$ cat src/rtl/car_motion_ctrl.sv
// Turns filtered Bluetooth command codes into H-bridge pins and a soft-start PWM enable,
// with a coast dead-time before any direction reversal and a latched route select.
module car_motion_ctrl #(
  parameter int PWM_PERIOD   = 1000,
  parameter int DUTY_MAX     = 800,
  parameter int RAMP_STEP    = 8,
  parameter int DEADTIME_CYC = 500000,
  parameter int STABLE_CYC   = 1000
) (
  input  logic       inclk,
  input  logic       rst_n,
  input  logic [2:0] c_s,
  output logic       in1,
  output logic       in2,
  output logic       in3,
  output logic       in4,
  output logic       pwm_l,
  output logic       pwm_r,
  output logic [1:0] route_sel,
  output logic       busy
);

  // CW must hold PWM_PERIOD-1 and DUTY_MAX (DUTY_MAX <= PWM_PERIOD).
  localparam int CW = (PWM_PERIOD > 1) ? $clog2(PWM_PERIOD + 1) : 1;
  localparam int DW = (DEADTIME_CYC > 1) ? $clog2(DEADTIME_CYC) : 1;
  localparam int SW = (STABLE_CYC > 1) ? $clog2(STABLE_CYC) : 1;

  localparam logic [CW-1:0] PWM_LAST  = CW'(PWM_PERIOD - 1);
  localparam logic [CW-1:0] DUTY_TOP  = CW'(DUTY_MAX);
  localparam logic [DW-1:0] DEAD_LAST = DW'(DEADTIME_CYC - 1);
  localparam logic [SW-1:0] STAB_LAST = SW'(STABLE_CYC - 1);

  // Pin patterns are {in1, in2, in3, in4}; left side is in1/in2, right side in3/in4.
  localparam logic [3:0] P_STOP  = 4'b0000;
  localparam logic [3:0] P_FWD   = 4'b1010;
  localparam logic [3:0] P_REV   = 4'b0101;
  localparam logic [3:0] P_LEFT  = 4'b0110;
  localparam logic [3:0] P_RIGHT = 4'b1001;

  typedef enum logic [1:0] {
    IDLE = 2'd0,
    RUN  = 2'd1,
    DEAD = 2'd2
  } state_e;

  logic [2:0]    meta_q, sync_q;
  logic [2:0]    cand_q, cand_d;
  logic [SW-1:0] stab_q, stab_d;
  logic [2:0]    acc_q, acc_d;
  logic [3:0]    tgt_q, tgt_d;
  logic [1:0]    route_q, route_d;

  state_e        state_q, state_d;
  logic [3:0]    dir_q, dir_d;
  logic [CW-1:0] duty_q, duty_d;
  logic [DW-1:0] dead_q, dead_d;
  logic [CW-1:0] pwm_cnt_q, pwm_cnt_d;

  logic [3:0]    pins_q, pins_d;
  logic          pwm_q, pwm_d;
  logic          busy_q, busy_d;

  logic          pwm_wrap;
  logic [31:0]   duty_sum;
  logic [CW-1:0] duty_ramp;

  always_ff @(posedge inclk or negedge rst_n) begin
    if (!rst_n) begin
      meta_q    <= '0;
      sync_q    <= '0;
      cand_q    <= '0;
      stab_q    <= '0;
      acc_q     <= '0;
      tgt_q     <= P_STOP;
      route_q   <= '0;
      state_q   <= IDLE;
      dir_q     <= P_STOP;
      duty_q    <= '0;
      dead_q    <= '0;
      pwm_cnt_q <= '0;
      pins_q    <= '0;
      pwm_q     <= 1'b0;
      busy_q    <= 1'b0;
    end else begin
      meta_q    <= c_s;
      sync_q    <= meta_q;
      cand_q    <= cand_d;
      stab_q    <= stab_d;
      acc_q     <= acc_d;
      tgt_q     <= tgt_d;
      route_q   <= route_d;
      state_q   <= state_d;
      dir_q     <= dir_d;
      duty_q    <= duty_d;
      dead_q    <= dead_d;
      pwm_cnt_q <= pwm_cnt_d;
      pins_q    <= pins_d;
      pwm_q     <= pwm_d;
      busy_q    <= busy_d;
    end
  end

  // Acceptance uses the next count so a steady code lands exactly STABLE_CYC cycles after sync.
  always_comb begin
    cand_d  = cand_q;
    stab_d  = stab_q;
    acc_d   = acc_q;
    tgt_d   = tgt_q;
    route_d = route_q;
    if (sync_q != cand_q) begin
      cand_d = sync_q;
      stab_d = '0;
    end else if (stab_q != STAB_LAST) begin
      stab_d = stab_q + 1'b1;
    end
    if ((stab_d == STAB_LAST) && (cand_d != acc_q)) begin
      acc_d = cand_d;
      case (cand_d)
        3'b001:  route_d = 2'b01;
        3'b010:  route_d = 2'b10;
        3'b011:  tgt_d   = P_FWD;
        3'b100:  tgt_d   = P_REV;
        3'b101:  tgt_d   = P_LEFT;
        3'b110:  tgt_d   = P_RIGHT;
        default: tgt_d   = P_STOP;
      endcase
    end
  end

  assign pwm_wrap  = (pwm_cnt_q == PWM_LAST);
  assign pwm_cnt_d = pwm_wrap ? '0 : pwm_cnt_q + 1'b1;

  // Sum in 32 bits so the ramp saturates instead of wrapping.
  assign duty_sum  = 32'(duty_q) + 32'(RAMP_STEP);
  assign duty_ramp = (duty_sum >= 32'(DUTY_MAX)) ? DUTY_TOP : CW'(duty_sum);

  always_comb begin
    state_d = state_q;
    dir_d   = dir_q;
    duty_d  = duty_q;
    dead_d  = dead_q;
    case (state_q)
      IDLE: begin
        dir_d  = P_STOP;
        duty_d = '0;
        if (tgt_q != P_STOP) begin
          state_d = RUN;
          dir_d   = tgt_q;
        end
      end
      RUN: begin
        if (tgt_q != dir_q) begin
          state_d = DEAD;
          dir_d   = P_STOP;
          duty_d  = '0;
          dead_d  = '0;
        end else if (pwm_wrap) begin
          duty_d = duty_ramp;
        end
      end
      DEAD: begin
        duty_d = '0;
        if (dead_q == DEAD_LAST) begin
          if (tgt_q == P_STOP) begin
            state_d = IDLE;
          end else begin
            state_d = RUN;
            dir_d   = tgt_q;
          end
        end else begin
          dead_d = dead_q + 1'b1;
        end
      end
      default: begin
        state_d = IDLE;
        dir_d   = P_STOP;
        duty_d  = '0;
      end
    endcase
  end

  always_comb begin
    pins_d = dir_q;
    pwm_d  = (pwm_cnt_q < duty_q);
    busy_d = (state_q == DEAD);
  end

  assign {in1, in2, in3, in4} = pins_q;
  assign pwm_l     = pwm_q;
  assign pwm_r     = pwm_q;
  assign route_sel = route_q;
  assign busy      = busy_q;

endmodule

$ cat config.mk
export PLATFORM = sky130hd
export DESIGN_NAME = car_motion_ctrl
export DESIGN_NICKNAME = d
export VERILOG_FILES = /design/src/rtl/car_motion_ctrl.sv
export SDC_FILE = /design/constraint.sdc
export NUM_CORES = 1
export LEC_CHECK = 0
export CAP_MARGIN = 30
export CORE_MARGIN = 10
export CORE_UTILIZATION = 25
export CTS_BUF_LIST = sky130_fd_sc_hd__clkbuf_4 sky130_fd_sc_hd__clkbuf_8 sky130_fd_sc_hd__clkbuf_16
export CTS_CLUSTER_DIAMETER = 80
export DETAILED_ROUTE_END_ITERATION = 16
export GPL_TIMING_DRIVEN = 1
export SLEW_MARGIN = 25
export SYNTH_ARGS = -nofsm -noshare
export SYNTH_HDL_FRONTEND = slang
export SYNTH_SLANG_ARGS = --single-unit
$ cat constraint.sdc
create_clock -name inclk -period 3 [get_ports inclk]
set_clock_uncertainty 0.15 [all_clocks]
set_input_delay 0.45 -clock inclk [delete_from_list [all_inputs] [get_ports inclk]]
set_output_delay 0.45 -clock inclk [all_outputs]
set_load 0.01 [all_outputs]
[After elaboration in Yosys (flattened, before gate mapping)]
Index checks and enable logic that the tools add are counted.
Widths: inputs -> output; s select.
Word-level totals
  output and inout bits: 9
  register bits: 79
  word-level logic and storage cells: 78
  input port bits: 5
Cells by class
  bitwise gates (word level): 1
  magnitude comparators: 2
  multiplexer cells: 23
  equality and inequality tests: 21
  $add $sub $neg: 4
  reductions and logical operators: 12
Operators by type and width (count)
  $mux 10: 7
  $mux 19: 2
  $pmux 19 s2: 1
  $add 10x1->10 const B: 2
  $eq 10x10->1 const B: 2
  $pmux 4 s5: 1
  $add 19x1->19 const B: 1
  $eq 19x19->1 const B: 1
  $mux 4: 4
  $pmux 4 s3: 1
  $add 10x4->11 const B: 1
  $ge 11x10->1 const B: 1
  $lt 10x10->1: 1
  $ne 10x10->1 const B: 1
  $eq 3x3->1 const B: 3
  $reduce_and 3->1: 3
  $ne 2x2->1 const B: 4
  $eq 3x2->1 const B: 2
  $mux 2: 3
  $ne 3x3->1: 2
  $pmux 2 s3: 1
  $logic_not 4->1: 1
  $ne 4x4->1: 1
  $pmux 2 s2: 1
  other kinds (14): 16

[Logic depth before layout (Yosys ltp)]
Gate-level depths: netlist of the first run.
  depth after elaboration: 6
  depth in mapped cells: 9

[Worst setup path before layout of the first run]
No wires, ideal clock.
  kind: register to register
  start point: register stab_q[0]
  end point: register acc_q[0]
  arrival: 2.248 ns
  period minus slack after synthesis: 2.522 ns
  cell stages (with the launch flop): 10
  setup slack: 0.478 ns
  data required time: 2.725 ns
  cells stage by stage: dfrtp_1 ha_1 buf_2 nand4_1 nor2_1 o32ai_1 nor4b_4 and2_1 buf_2 mux2_2
Between the ends
  cells in the longest elaborated chain, start to end: 5
  elaborated cells between the ends (all ways): 6
  those cells by class: 1 x add/sub; 2 x eq/ne; 2 x mux; 1 x reduce/logical
Ends and longest elaborated chain
  start, declared: line 48  | logic [SW-1:0] stab_q, stab_d;
  start signal, assigned: line 88  | stab_q <= stab_d;
  $add 10x1->10 or $ne 10x10->1 (tied branches): line 114, 113
  $mux 10 (*): line 113  | end else if (stab_q != STAB_LAST) begin
  $mux 10 (*): line 110  | if (sync_q != cand_q) begin
  $eq 10x10->1 (*): line 116  | if ((stab_d == STAB_LAST) && (cand_d != acc_q)) begin
  $logic_and 1x1->1 (*): line 116
  end signal, assigned: line 73  | acc_q <= '0;
  end signal, assigned: line 89  | acc_q <= acc_d;
  end, declared: line 49  | logic [2:0] acc_q, acc_d;
Mark *: on every way between the ends. The rest lies on a longest branch, timed or not.
A chain may end at the register's enable or synchronous reset.

[Worst setup path after layout of the first run]
  start point: register stab_q[0]
  end point: register acc_q[1]
Same word-level chain as after synthesis.

==> results.cfg, run 1 <==
[status]
status = complete, but fails checks
failed_checks = negative hold slack

[cts]
cts_tree = yes
clock_sinks = 76
cts_hold_buf = 0
cts.path.max_buffers = 2
path_clk_slew_ns = 0.05
cts_setup_buffers = 0
cts_buffers = 9
clock_latency_ns = 0.34
cts-root-buf = clkbuf_16
htree_levels = 3
cts-resized-gates = 0

[sta]
fin_tns_setup_ns = 0
worst_slew_pin_slew_ns = 0.685
rsz0062_at_grt = false
finalSetupViolCount = 0
final_hold_viol_count = 13
min_period_ns = 2.58
fmax_mhz = 388
final_max_slew_viol_count = 0
whs_ns = -0.0101
finalCritPeriodShare_pct = 85.9
slew-limit-headroom_pct = 54.3

[placement]
place_congestion = 0.813
port_buffers = 13
dp_hpwl_um = 5370

[synth]
synth_cell_types = 63
synthTopCellsByCount = 76 x dfrtp_1, 52 x nor2_1, 28 x xnor2_1, 25 x inv_1, 25 x nand3_1
yosys_warnings = 0
synthArstFlopShare_pct = 100
yosysTopAreaCellShare_pct = 47.7
synth-edff-count = 0
synth_top_cell_by_area = dfrtp_1
synth.most_common_cell = dfrtp_1
synth_area_mm2 = 0.00399
yosysSeqAreaShare_pct = 47.7
synth_area_leaders = dfrtp_1 48%, xnor2_1 6.2%, nor2_1 4.9%
synth_flop_cell = dfrtp_1
synth_nets = 418
ys_ff_latch = 76
syn_area_per_cell_um2 = 9.91
syn_inst = 402

[setup_path]
end_kind = register
required_ns = 3.06
startpoint_type = register
cp.arrival_ns = 2.64
path_max_fanout = 8
reg2reg_depth = 7
path_class = register to register

[drt]
initialDrtViolationCount = 294
wire_per_inst_um = 12.2
drt-pass1-iter-count = 5
routed_wl_um = 7750
vias = 2948
drc = 0
viasPerCell = 4.66
ant_nets = 0

[global_routing]
grt_busiest_layer = met2
grt_pass1_vias = 2877
grt-ovfl-total = 0
use_met2_pct = 11.7
grt_pass1_wl_um = 13700
antenna_found_initial = 0
grt.total_usage_pct = 7.66
gr-usage-met1_pct = 9.40
grt_max_degree = 77
grt_use_met3_pct = 2.29

[floorplan]
initial_core_util_pct = 25.3
die_area_mm2 = 0.0214
ios = 14
placementRows = 46
fp.dieW_um = 146
dieHeight_um = 146
core-area_mm2 = 0.0158

[layout]
antenna_cells = 0
multiInputGateArea_mm2 = 0.00190
fin_nets = 428
register_area_mm2 = 0.00190
drive_gt1_share_pct = 8.63
areaGrowthSynthToFinish_pct = 16.8
fillers = 1642

[flow_run]
drv_cap = 0

[power_and_ir_drop]
finalPower_uw = 2190
ir_drop_v = 0.000254
leakagePower_uw = 0.00193
p_per_area_mw_per_mm2 = 471

[hold_path]
hold_class = primary input to asynchronous set/reset pin
## cells in the final DEF, fill, tap and decap left out, drive strengths merged, types with 3 or more instances in the layout
cell type / count
a2111oi: 7
a211oi: 8
a21oi: 12
a221oi: 3
a31oi: 5
a41o: 3
and3: 6
buf: 8
clkbuf: 12
clkdlybuf4s50: 12
dfrtp: 76
ha: 11
inv: 25
mux2: 8
nand2: 22
nand3: 25
nand3b: 3
nand4: 7
nor2: 52
nor3: 4
o21a: 3
o21ai: 11
or3: 4
or4: 3
xnor2: 28
xor2: 14
## logic make-up after synthesis
group / after synthesis / synth area share [%]
compound gates: 70 / 13.1
xor+xnor: 42 / 9.23
fa+ha+maj: 11 / 3.45
buf+inv: 46 / 4.80
flops: 76 / 47.7
mux: 10 / 2.76
simple gates: 147 / 18.9
## final timing paths
path,startpoint,endpoint,slack (ns)
min,rst_n,meta_q[0],-0.01
max in group asynchronous,rst_n,busy,2.24
max,stab_q[0],acc_q[1],0.42
max reg2reg,stab_q[0],acc_q[1],0.42
min in group inclk,meta_q[1],sync_q[1],0.20
min reg2reg,meta_q[1],sync_q[1],0.20
## critical path, stage by stage (launching register included)
cell     delay (ns)
dfrtp_1        0.46
ha_1           0.33
nand4_1        0.17
nor2_1         0.22
o32ai_1        0.15
nor4b_4        0.27
and2_1         0.34
mux2_2         0.38
## state kept, by name, summed over array words and instances, names as in the netlist
name	flops
cand_q	3
dead_q	19
route_sel	2
dir_q	4
tgt_q	4
busy	1
meta_q	3
sync_q	3
pwm_l	1
acc_q	3
duty_q	7
state_q	2
pwm_cnt_q	10
stab_q	10
pins_q	4
## power by group
| group | internal, µW | switching, µW | leakage, µW | total, µW |
|---|---|---|---|---|
| logic | 14.6 | 30.9 | 0.000752 | 45.5 |
| clock network | 695 | 406 | 0.000152 | 1100 |
| registers | 1030 | 9.90 | 0.00103 | 1040 |
## cell type report
| type | count | area share [%] |
|---|---|---|
| clock buffers | 12 | 5.59 |
| clock inverters | 4 | 1.02 |
| inverters | 25 | 2.02 |
| multi-input cells | 280 | 40.7 |
| flip-flops and latches | 76 | 40.9 |
| well taps | 216 | 5.81 |
| repair buffers | 20 | 3.95 |
## stage by stage
stage	setup WS, ns	hold slack [ns]	std cells	instance area (µm²)	util [%]
6_report	0.424	-0.0101	633	4650	29.5
3_5_place_dp	0.298	0.185	617	4340	27.5
4_1_cts	0.286	0.167	633	4650	29.5
5_1_grt	0.145	0.0541	633	4650	29.5
3_3_place_gp	0.397	0.187	617	4340	27.5
2_1_floorplan	0.478	0.00441	402	3990	-
## metal layers
layer  wire (µm)  share of wire (%)  up-vias
met5           0                  0        -
met1        3630                 47     1429
met4         156                2.0        0
met3         398                5.1       13
met2        3560                 46       62
li1            -                  -     1444
Note: power is estimated with default switching activity, not from simulation.
==> run 2, diff against run 1 <==
--- a/config.mk
+++ b/config.mk
@@ -6,7 +6,7 @@
 export NUM_CORES = 1
 export LEC_CHECK = 0
 export CAP_MARGIN = 30
-export CORE_MARGIN = 10
+export CORE_MARGIN = 4
 export CORE_UTILIZATION = 25
 export CTS_BUF_LIST = sky130_fd_sc_hd__clkbuf_4 sky130_fd_sc_hd__clkbuf_8 sky130_fd_sc_hd__clkbuf_16
 export CTS_CLUSTER_DIAMETER = 80
==> run 2 against run 1 <==
- register-to-register slack got worse by 0.11 ns
- the flow still finishes with violations (negative hold slack)
- sequential power about the same
- clock power shrank 8%
==> results.cfg, run 2 (synthesized netlist as in run 1, its figures left out) <==
[status]
status = complete, but fails checks
failed_checks = negative hold slack

[cts]
clock_sinks = 76
cts.path.max_buffers = 2
cts_hold_buf = 0
path_clk_slew_ns = 0.05
cts-resized-gates = 0
cts_buffers = 9
clock_latency_ns = 0.33
cts_setup_buffers = 0
cts-root-buf = clkbuf_16
htree_levels = 3
cts_tree = yes

[setup_path]
path_max_fanout = 8
required_ns = 3.06
cp_top_family = simple AND/OR/NAND/NOR gates
startpoint = stab_q[0]
slowest_stage = dfrtp_1
path_buf_inv = 0
r2r_start = stab_q[0]
cp.arrival_ns = 2.75
path_cells = ha_1, xnor2_1, nor3b_1, a41oi_1, a21oi_1, and2_1, mux2_2
end_kind = register
max_stage_delay_ns = 0.44
startpoint_type = register
path_class = register to register

[sta]
rsz0062_at_grt = false
worst_slew_pin_slew_ns = 0.686
fmax_mhz = 372
finalSetupViolCount = 0
final_max_slew_viol_count = 0
whs_ns = -0.0109
fin_tns_setup_ns = 0
finalCritPeriodShare_pct = 89.7
final_hold_viol_count = 3
min_period_ns = 2.69
slew-limit-headroom_pct = 54.3

[layout]
register_area_mm2 = 0.00190
layout_common_cells = 76 x dfrtp_1, 52 x nor2_1, 28 x xnor2_1
final_common_cell = dfrtp_1
antenna_cells = 0
regMostFlops = dead_q
final_cells = 626
fillers = 1611
fin_nets = 427
reg_top3 = dead_q x19, pwm_cnt_q x10, stab_q x10
areaGrowthSynthToFinish_pct = 15.7
drive_gt1_share_pct = 7.95
multiInputGateArea_mm2 = 0.00189
largest_register_ffs = 19

[drt]
initialDrtViolationCount = 178
routed_wl_um = 7590
wire_per_inst_um = 12.1
ant_nets = 0
viasPerCell = 4.69
drt-pass1-iter-count = 4
vias = 2936
drc = 0

[floorplan]
core-area_mm2 = 0.0154
dieHeight_um = 134
ios = 14
placementRows = 45
initial_core_util_pct = 25.8
die_area_mm2 = 0.0180
fp.dieW_um = 134

[flow_run]
drv_cap = 0

[global_routing]
grt_max_degree = 77
grt_pass1_vias = 2838
antenna_found_initial = 0
grt-ovfl-total = 0
grt_pass1_wl_um = 13600
grt.total_usage_pct = 9.09

[power_and_ir_drop]
ir_drop_v = 0.000268
switchingPower_uw = 428
p_per_area_mw_per_mm2 = 456
combPwrFrac_pct = 2.2
finalPower_uw = 2100
clkPwrFrac_pct = 48.2
pwr-share-seq_pct = 49.6
swShare_pct = 20.3
leakagePower_uw = 0.00191
p_int_uw = 1680

[placement]
place_inst = 611
dp_hpwl_um = 5220
place_congestion = 0.880
port_buffers = 13

[hold_path]
hold_class = primary input to asynchronous set/reset pin
run 2: cell types whose count changed in the layout (fill, tap and decap cells not counted), sizes merged:
cell,change
clkbuf,+2
clkinv,-2
buf,-1
bufinv,-1
run 2: worst register-to-register path, delay by kind of cell (launching register included):
family,cells,cell delay [ns]
xor+xnor,1,0.17
flops,1,0.44
mux,1,0.37
compound gates,2,0.53
simple gates,2,0.60
fa+ha+maj,1,0.31
run 2: stage by stage:
stage	setup WS (ns)	area [µm²]	hold slack (ns)	util, %
finish	0.310	4610	-0.0109	29.9
CTS	0.312	4610	0.161	29.9
global route	0.0798	4610	0.0664	29.9
global placement	0.390	4320	0.185	28.0
detailed placement	0.328	4320	0.187	28.0
floorplan	0.478	3990	0.00441	-
run 2: final cells by class:
cell class / instances / area share, %
Clock buffer: 14 / 5.97
Clock inverter: 1 / 0.163
Inverter: 25 / 2.04
Multi-Input combinational cell: 280 / 41.0
Sequential cell: 76 / 41.2
Tap cell: 211 / 5.73
Timing Repair Buffer: 19 / 3.83
run 2: power groups by stage:
stage | registers [µW] | logic, µW | clock network (µW)
2_1_floorplan | 1060 | 23.2 | 0
3_3_place_gp | 1060 | 45.8 | 0
3_5_place_dp | 1060 | 47.4 | 0
4_1_cts | 1040 | 47.7 | 1040
5_1_grt | 1040 | 54.6 | 1080
6_report | 1040 | 45.8 | 1010
run 2: layer usage:
layer / GRT usage (%) / part of all wire [%] / up-vias
met5: 0 / 0 / -
met4: 4.24 / 2.2 / 0
met3: 1.61 / 3.7 / 13
met2: 13.6 / 44 / 65
met1: 12.8 / 50 / 1423
li1: - / - / 1435
run 2: final timing paths:
check,endpoint,slack [ns],cells after the start
setup / recovery,acc_q[2],0.31,7
setup reg to reg,acc_q[2],0.31,7
min in group inclk,sync_q[0],0.20,0
max in group asynchronous,duty_q[8],2.24,1
hold reg to reg,sync_q[0],0.20,0
hold / removal,meta_q[0],-0.01,1
==> run 3, diff against run 2 <==
--- a/config.mk
+++ b/config.mk
@@ -16,3 +16,4 @@
 export SYNTH_ARGS = -nofsm -noshare
 export SYNTH_HDL_FRONTEND = slang
 export SYNTH_SLANG_ARGS = --single-unit
+export TNS_END_PERCENT = 100
==> results of run 3 <==
No change in the layout: final DEF, timing and power equal those of run 2.
